**src/rtl/clint_lite_if.sv**
```systemverilog
// Data-side bus bundle for clint_lite: single-cycle request, registered one-cycle response.
interface clint_lite_if;
  logic        bus_req_i;
  logic        bus_we_i;
  logic [15:0] bus_addr_i;
  logic [3:0]  bus_be_i;
  logic [31:0] bus_wdata_i;
  logic        bus_rvalid_o;
  logic [31:0] bus_rdata_o;

  modport master (
    output bus_req_i, bus_we_i, bus_addr_i, bus_be_i, bus_wdata_i,
    input  bus_rvalid_o, bus_rdata_o
  );

  modport slave (
    input  bus_req_i, bus_we_i, bus_addr_i, bus_be_i, bus_wdata_i,
    output bus_rvalid_o, bus_rdata_o
  );
endinterface

```
**src/rtl/clint_lite.sv**
```systemverilog
// Core-local interrupt controller: 64-bit mtime/mtimecmp and msip behind a simple bus,
// producing the machine software and machine timer interrupt levels for the core.
module clint_lite #(
  parameter int unsigned PRESCALE = 1
) (
  input  logic        clk_i,
  input  logic        rstn_i,
  clint_lite_if.slave bus,
  output logic        irq_software_o,
  output logic        irq_timer_o
);

  localparam logic [15:0] PRE_LAST   = 16'(PRESCALE - 1);
  localparam logic [15:0] A_MSIP     = 16'h0000;
  localparam logic [15:0] A_CMP_LO   = 16'h4000;
  localparam logic [15:0] A_CMP_HI   = 16'h4004;
  localparam logic [15:0] A_TIME_LO  = 16'hBFF8;
  localparam logic [15:0] A_TIME_HI  = 16'hBFFC;

  logic [15:0] pre_cnt;
  logic        tick;
  logic [63:0] mtime;
  logic [63:0] mtimecmp;
  logic        msip;
  logic [15:0] word_addr;
  logic        wr;
  logic        rd;
  logic        sel_msip;
  logic        sel_cmp_lo;
  logic        sel_cmp_hi;
  logic        sel_time_lo;
  logic        sel_time_hi;
  logic [31:0] rd_mux;
  logic        rvalid_q;
  logic [31:0] rdata_q;
  logic        irq_timer_q;
  logic        unused_addr_lsb;

  function automatic logic [31:0] merge_bytes(input logic [31:0] old_val,
                                              input logic [31:0] new_val,
                                              input logic [3:0]  be);
    logic [31:0] res;
    for (int i = 0; i < 4; i++) begin
      res[8*i +: 8] = be[i] ? new_val[8*i +: 8] : old_val[8*i +: 8];
    end
    return res;
  endfunction

  assign word_addr       = {bus.bus_addr_i[15:2], 2'b00};
  assign unused_addr_lsb = ^bus.bus_addr_i[1:0];
  assign wr              = bus.bus_req_i & bus.bus_we_i;
  assign rd              = bus.bus_req_i & ~bus.bus_we_i;
  assign sel_msip        = (word_addr == A_MSIP);
  assign sel_cmp_lo      = (word_addr == A_CMP_LO);
  assign sel_cmp_hi      = (word_addr == A_CMP_HI);
  assign sel_time_lo     = (word_addr == A_TIME_LO);
  assign sel_time_hi     = (word_addr == A_TIME_HI);
  assign tick            = (pre_cnt == PRE_LAST);

  always_ff @(posedge clk_i or negedge rstn_i) begin
    if (!rstn_i) begin
      pre_cnt <= '0;
    end else begin
      pre_cnt <= tick ? '0 : pre_cnt + 16'd1;
    end
  end

  // A write to either mtime word takes priority over the tick for the full 64 bits.
  always_ff @(posedge clk_i or negedge rstn_i) begin
    if (!rstn_i) begin
      mtime <= '0;
    end else if (wr && (sel_time_lo || sel_time_hi)) begin
      if (sel_time_lo) mtime[31:0]  <= merge_bytes(mtime[31:0],  bus.bus_wdata_i, bus.bus_be_i);
      if (sel_time_hi) mtime[63:32] <= merge_bytes(mtime[63:32], bus.bus_wdata_i, bus.bus_be_i);
    end else if (tick) begin
      mtime <= mtime + 64'd1;
    end
  end

  always_ff @(posedge clk_i or negedge rstn_i) begin
    if (!rstn_i) begin
      mtimecmp <= '1;
    end else begin
      if (wr && sel_cmp_lo) mtimecmp[31:0]  <= merge_bytes(mtimecmp[31:0],  bus.bus_wdata_i, bus.bus_be_i);
      if (wr && sel_cmp_hi) mtimecmp[63:32] <= merge_bytes(mtimecmp[63:32], bus.bus_wdata_i, bus.bus_be_i);
    end
  end

  always_ff @(posedge clk_i or negedge rstn_i) begin
    if (!rstn_i) begin
      msip <= 1'b0;
    end else if (wr && sel_msip && bus.bus_be_i[0]) begin
      msip <= bus.bus_wdata_i[0];
    end
  end

  always_comb begin
    rd_mux = '0;
    case (word_addr)
      A_MSIP:    rd_mux = {31'd0, msip};
      A_CMP_LO:  rd_mux = mtimecmp[31:0];
      A_CMP_HI:  rd_mux = mtimecmp[63:32];
      A_TIME_LO: rd_mux = mtime[31:0];
      A_TIME_HI: rd_mux = mtime[63:32];
      default:   rd_mux = '0;
    endcase
  end

  // Response and compare are registered from pre-edge values, so reads never see this edge's increment.
  always_ff @(posedge clk_i or negedge rstn_i) begin
    if (!rstn_i) begin
      rvalid_q    <= 1'b0;
      rdata_q     <= '0;
      irq_timer_q <= 1'b0;
    end else begin
      rvalid_q    <= bus.bus_req_i;
      rdata_q     <= rd ? rd_mux : 32'd0;
      irq_timer_q <= (mtime >= mtimecmp);
    end
  end

  assign bus.bus_rvalid_o = rvalid_q;
  assign bus.bus_rdata_o  = rdata_q;
  assign irq_software_o   = msip;
  assign irq_timer_o      = irq_timer_q;

endmodule

```
**src/flat_wrapper.sv**
```systemverilog
// flat-port wrapper written by rule: the top's interface ports become plain ports
module clint_lite_flat 
#(
  parameter int unsigned PRESCALE = 1
)
  (clk_i, rstn_i, irq_software_o, irq_timer_o, bus_bus_req_i, bus_bus_we_i, bus_bus_addr_i, bus_bus_be_i, bus_bus_wdata_i, bus_bus_rvalid_o, bus_bus_rdata_o);
  clint_lite_if bus_i ();
  input  logic clk_i;
  input  logic rstn_i;
  output logic irq_software_o;
  output logic irq_timer_o;
  input wire logic [$bits(bus_i.bus_req_i)-1:0] bus_bus_req_i;
  input wire logic [$bits(bus_i.bus_we_i)-1:0] bus_bus_we_i;
  input wire logic [$bits(bus_i.bus_addr_i)-1:0] bus_bus_addr_i;
  input wire logic [$bits(bus_i.bus_be_i)-1:0] bus_bus_be_i;
  input wire logic [$bits(bus_i.bus_wdata_i)-1:0] bus_bus_wdata_i;
  output wire logic [$bits(bus_i.bus_rvalid_o)-1:0] bus_bus_rvalid_o;
  output wire logic [$bits(bus_i.bus_rdata_o)-1:0] bus_bus_rdata_o;
  assign bus_i.bus_req_i = bus_bus_req_i;
  assign bus_i.bus_we_i = bus_bus_we_i;
  assign bus_i.bus_addr_i = bus_bus_addr_i;
  assign bus_i.bus_be_i = bus_bus_be_i;
  assign bus_i.bus_wdata_i = bus_bus_wdata_i;
  assign bus_bus_rvalid_o = bus_i.bus_rvalid_o;
  assign bus_bus_rdata_o = bus_i.bus_rdata_o;
  clint_lite #(.PRESCALE(PRESCALE)) u_core (.clk_i(clk_i), .rstn_i(rstn_i), .bus(bus_i), .irq_software_o(irq_software_o), .irq_timer_o(irq_timer_o));
endmodule
```
**config.mk**
```make
export PLATFORM = sky130hd
export DESIGN_NAME = clint_lite_flat
export DESIGN_NICKNAME = d
export VERILOG_FILES = /design/src/rtl/clint_lite_if.sv /design/src/rtl/clint_lite.sv /design/src/flat_wrapper.sv
export SDC_FILE = /design/constraint.sdc
export NUM_CORES = 1
export LEC_CHECK = 0
export CAP_MARGIN = 20
export CORE_UTILIZATION = 55
export DETAILED_ROUTE_END_ITERATION = 8
export DONT_BUFFER_PORTS = 1
export GPL_ROUTABILITY_DRIVEN = 1
export GPL_TIMING_DRIVEN = 0
export PLACE_DENSITY = 0.7
export SLEW_MARGIN = 20
export SYNTH_ARGS = -nofsm -noshare
export SYNTH_HDL_FRONTEND = slang
export SYNTH_SLANG_ARGS = --single-unit
```
**constraint.sdc**
```tcl
create_clock -name clk_i -period 4.7 [get_ports clk_i]
set_clock_uncertainty 0.05 [all_clocks]
set_input_delay 0.235 -clock clk_i [delete_from_list [all_inputs] [get_ports clk_i]]
set_output_delay 0.235 -clock clk_i [all_outputs]
set_load 0.05 [all_outputs]
```
Yosys cells after proc, flatten, opt, wreduce, memory -nomap -nowiden
Index checks and enable logic that the tools add are counted.
- flip-flop bits (word level): 179
- output and inout port bits: 35
- $add $sub $neg: 2
- order comparisons: 1
- equal/unequal tests: 10
- muxes and demuxes: 11
- bitwise operators: 3
- reduce and logical (&&, ||, !) cells: 25
- operator list (kind ; count):
    case mux 32 bit (5 select lines) ; 1
    2-to-1 mux 64 bit ; 2
    2-to-1 mux 32 bit ; 3
    adder 64 x 1 -> 64 bit, second input constant ; 1
    greater-or-equal comparator 64 bit ; 1
    logical NOT 16 bit ; 2
    2-to-1 mux 8 bit ; 4
    == test 14 x 13 -> 1 bit, second input constant ; 2
    == test 14 bit, second input constant ; 2
    AND reduction 3 bit ; 8
    adder 16 x 1 -> 16 bit, second input constant ; 1
    2-to-1 mux 16 bit ; 1
    AND reduction 2 bit ; 8
    inequality test 2 bit, second input constant ; 4
    logical AND 1 bit ; 5
    inequality test 2 x 1 -> 1 bit, second input constant ; 2
    bitwise AND 1 bit ; 2
    nonzero test 2 bit ; 1
    logical OR 1 bit ; 1
    inverter 1 bit ; 1

Depth between registers and ports, before layout
- depth in word-level cells: 5
- gate-level depth with buffers: 10
- gate-level depth less buffers: 8

Least setup slack after synthesis
Ideal clock, no wire load.
- kind: register to register
- from: reg u_core.mtime[0]
- to: reg u_core.mtime[56]
- arrival: 1.851 ns
- slack: 2.676 ns
- cell stages (with the launch flop): 8
- buffers on the path: 0
- period minus slack after synthesis: 2.024 ns
- path through: dfrtp_1 -> ha_1 -> nand3_1 -> nor3_1 -> nand3_1 -> or4_1 -> o21ai_0 -> a21oi_1
- longest elaborated chain between the ends: 3
- RTL lines (element ; line ; source):
    start, declared ; clint_lite.sv:22 ; logic [63:0] mtime;
    start signal, assigned ; clint_lite.sv:73 ; if (sel_time_lo) mtime[31:0] <= merge_bytes(mtime[31:0], bus.bus_wdata_i, bus.bus_be_i);
    start signal, assigned ; clint_lite.sv:76 ; mtime <= mtime + 64'd1;
    adder 64 x 1 -> 64 bit ; clint_lite.sv:76 ;
    2-to-1 mux 64 bit ; clint_lite.sv:75 ; end else if (tick) begin
    2-to-1 mux 64 bit ; clint_lite.sv:72 ; end else if (wr && (sel_time_lo || sel_time_hi)) begin
Every way passes these cells. The select of a mux whose other input is x is not followed.
A chain may end at the register's enable or synchronous reset.

Worst setup path after layout
- from: reg u_core.mtime[0]
- to: reg u_core.irq_timer_q, in the netlist u_core.irq_timer_o
- longest elaborated chain between the ends: 1
- RTL lines (element ; line ; source):
    greater-or-equal comparator 64 bit ; clint_lite.sv:118 ; irq_timer_q <= (mtime >= mtimecmp);
    end signal, assigned ; clint_lite.sv:118 ;
    end, declared ; clint_lite.sv:36 ; logic irq_timer_q;
Every way passes these cells.

==> impl_metrics.yaml <==
floorplan:
  ios: 91
  die_x_um: 145
  die-area_um2: 20900
  fp.dieH_um: 145
  start_util_pct: 56.7
  core.rowCount: 51
  core-area_um2: 19700
routing:
  drc: 0
  viasPerCell: 6.68
  top_layer: "met4"
  m1WireLength_mm: 15.2
  ant_nets: 0
  vias: 10200
  met3_length_mm: 3.58
  dr_wl_met2_mm: 17.4
  wl_mm: 38.0
  first_iter_violations: 1225
  wl_per_cell_um: 25.0
  dr.pass1.iters: 8
sta:
  tightestPinTransition_ps: 1240
  fin_crit_ps: 3360
  max_freq_mhz: 298
  rsz0062_at_grt: "no"
  tns_ps: 0
  max_slew_margin_pct: 16.8
  post-route-period-util_pct: 71.4
  hold_ws_ps: -2.43
  setup_viol: 0
  finalHoldViolations: 1
  maxSlewViolCount: 0
pwr:
  p_sw_share_pct: 25.6
  clock_power_share_pct: 45.5
  power_mw: 3.38
  p_seq_share_pct: 48.4
  p_comb_share_pct: 6.1
  p_per_area_nw_per_um2: 270
  p_sw_uw: 866
  vdd_drop_max_uv: 225
  p_leak_nw: 5.32
  internal_power_mw: 2.52
yosys:
  avgSynthCellArea_um2: 9.39
  synth.cell_area_um2: 11200
  ys.flop_type: "dfrtp_1"
  syn-num-nets: 1314
  synth.distinct_cells: 77
  ys_warn_count: 0
  ys_seq_area_share_pct: 40.8
  synth-edff-count: 0
  ys_ff_latch: 179
  syn_inst: 1191
  async_flop_share_pct: 100
placement:
  port_buffers: 0
  dpl_cell_area_um2: 11500
  hpwl_mm: 26.7
  gp_congestion: 1.01
setup_path:
  start_kind: "register"
  crit_type: "reg -> reg"
  end_kind: "register"
  arrival_ps: 3580
  r2r_slack_ps: 1340
  crit_required_ps: 4920
  crit_fanout: 7
status:
  outcome: "finished, violations left"
  violations: "negative hold slack"
worst_hold_path:
  min-delay-path-class: "in -> reg"
clock_network:
  cts_buffer_depth: 2
  insertion_delay_ps: 450
  htree_levels: 4
  clkTransAtPathRegs_ps: 70
  clock_sinks: 179
  tritoncts: "yes"
  numCtsBuffers: 17
  root_buffer: "clkbuf_16"
  post_cts_resize_count: 0
final_layout:
  fin_area_um2: 12500
  final_util_pct: 63.4
  drive_above_1_share_pct: 17.6
  areaGrowthSynthToFinish_pct: 11.8
  nets: 1368
  diodes: 0
global_route:
  grt_pass1_vias: 9732
  grt_pass1_wl_mm: 57.7
  grt_start_max_net_pins: 180
  grt_usage_pct: 38.0
  grt-ovfl-total: 0
  antenna_found_initial: 0
run:
  drv_cap: 0
area by class of cell:
class                           count  area [um^2]
Timing Repair Buffer               35          368
Fill cell                        1655         7210
Inverter                           79          297
Multi-Input combinational cell    868         6020
Clock inverter                     14          176
Clock buffer                       18          439
Buffer                             65          314
Sequential cell                   179         4560
Tap cell                          265          332
registers in the layout (all words and copies together), names as in the netlist:
| signal | cells |
|---|---|
| u_core.mtime | 64 |
| u_core.mtimecmp | 64 |
| u_core.bus.bus_rdata_o | 32 |
| u_core.pre_cnt | 16 |
| u_core.bus.bus_rvalid_o | 1 |
| u_core.irq_software_o | 1 |
| u_core.irq_timer_o | 1 |
kinds of logic (layout without fill, tap and decap cells):
logic type | count (synthesis) | in the layout | share of synthesized area (%)
AOI/OAI and AO/OA | 344 | 344 | 20.3
buffers and inverters | 144 | 211 | 5.46
and+or+nand+nor | 377 | 377 | 18.3
muxes | 65 | 65 | 6.53
adders and majority gates | 67 | 67 | 7.49
DFF | 179 | 179 | 40.8
xor gates and xnor gates | 15 | 15 | 1.17
Yosys cell counts (all sizes together) (5+ instances only):
cell type / number / area [um^2]
a211oi: 5 / 37.5
a21o: 10 / 75.1
a21oi: 112 / 583
a222oi: 31 / 310
a2bb2oi: 6 / 52.6
a31o: 9 / 78.8
a31oi: 17 / 113
and2: 5 / 31.3
and3: 25 / 161
and4: 12 / 110
buf: 30 / 183
clkbuf: 35 / 131
dfrtp: 115 / 2880
dfstp: 64 / 1680
ha: 67 / 838
inv: 79 / 297
mux2: 64 / 721
nand2: 116 / 445
nand3: 45 / 240
nand4: 35 / 294
nor2: 82 / 308
nor3: 19 / 105
nor4: 18 / 191
o21a: 5 / 37.5
o21ai: 72 / 360
o22a: 11 / 96.3
o22ai: 19 / 119
o31ai: 10 / 75.1
o32ai: 7 / 61.3
xnor2: 12 / 105
path summary, 6_finish.rpt:
kind	startpoint	endpoint	cells after the start
max	u_core.mtime[0]$_DFFE_PN0P_	u_core.irq_timer_o$_DFF_PN0_	8
min	bus_bus_wdata_i[5]	u_core.mtime[37]$_DFFE_PN0P_	2
max reg2reg	u_core.mtime[0]$_DFFE_PN0P_	u_core.irq_timer_o$_DFF_PN0_	8
min reg2reg	u_core.pre_cnt[15]$_DFF_PN0_	u_core.pre_cnt[15]$_DFF_PN0_	1
max in group asynchronous	rstn_i	u_core.mtime[11]$_DFFE_PN0P_	2
min in group asynchronous	rstn_i	u_core.pre_cnt[14]$_DFF_PN0_	2
routing by layer:
layer / global-route usage (%) / vias to the layer above
li1: - / 4572
met2: 59.7 / 526
met5: 0 / -
met4: 19.1 / 0
met1: 49.2 / 4966
met3: 8.31 / 115
metrics by stage:
| stage | hold WS, ps | setup WS, ps | cells |
|---|---|---|---|
| after global routing | 4.62 | 1380 | 1523 |
| after floorplan | -111 | 2680 | 1191 |
| after global placement | -105 | 1410 | 1456 |
| final | -2.43 | 1340 | 1523 |
| after CTS | 5.14 | 1420 | 1523 |
| after detailed placement | -104 | 1480 | 1456 |
placed cells by master, fill, tap and decap left out, types with 5 or more instances in the layout:
master,count
o32ai_1,7
xnor2_1,12
dfrtp_1,115
ha_1,67
dfstp_2,64
clkbuf_16,17
nand4_1,30
mux2_1,16
a31o_2,9
nor4_1,10
nor2_1,82
and4_1,10
a222oi_1,31
o22ai_1,19
o21ai_1,5
nor3_1,17
a31oi_1,16
nand4_4,5
a2bb2oi_1,6
a21o_1,10
nand2_1,112
and2_1,5
a211oi_1,5
o21ai_0,67
mux2_2,48
o31ai_1,10
a21oi_1,108
clkbuf_1,35
buf_2,20
dlygate4sd3_1,34
buf_4,6
and3_1,21
o21a_1,5
nand3_1,42
o22a_1,11
inv_1,79
repair_timing:
| action | 4_1_cts | 5_1_grt |
|---|---|---|
| hold buffers | 35 | 0 |
| hold endpoints to repair | 278 | 0 |
| buffers inserted | 0 | 0 |
critical path, cell delays in order (launching register included):
cell,delay [ps]
dfrtp_1,510
inv_1,80
ha_1,260
nand2b_1,160
a2111oi_0,640
o31ai_1,250
a211oi_1,710
o31a_1,330
o311ai_0,180
power groups by stage:
stage,clock network (mW),registers [mW],logic [mW]
floorplan,0,1.64,0.107
global placement,0,1.66,0.134
detailed placement,0,1.66,0.136
CTS,1.54,1.63,0.207
global route,1.60,1.64,0.227
finish,1.54,1.64,0.208
Power figures use the tool's default switching activity.
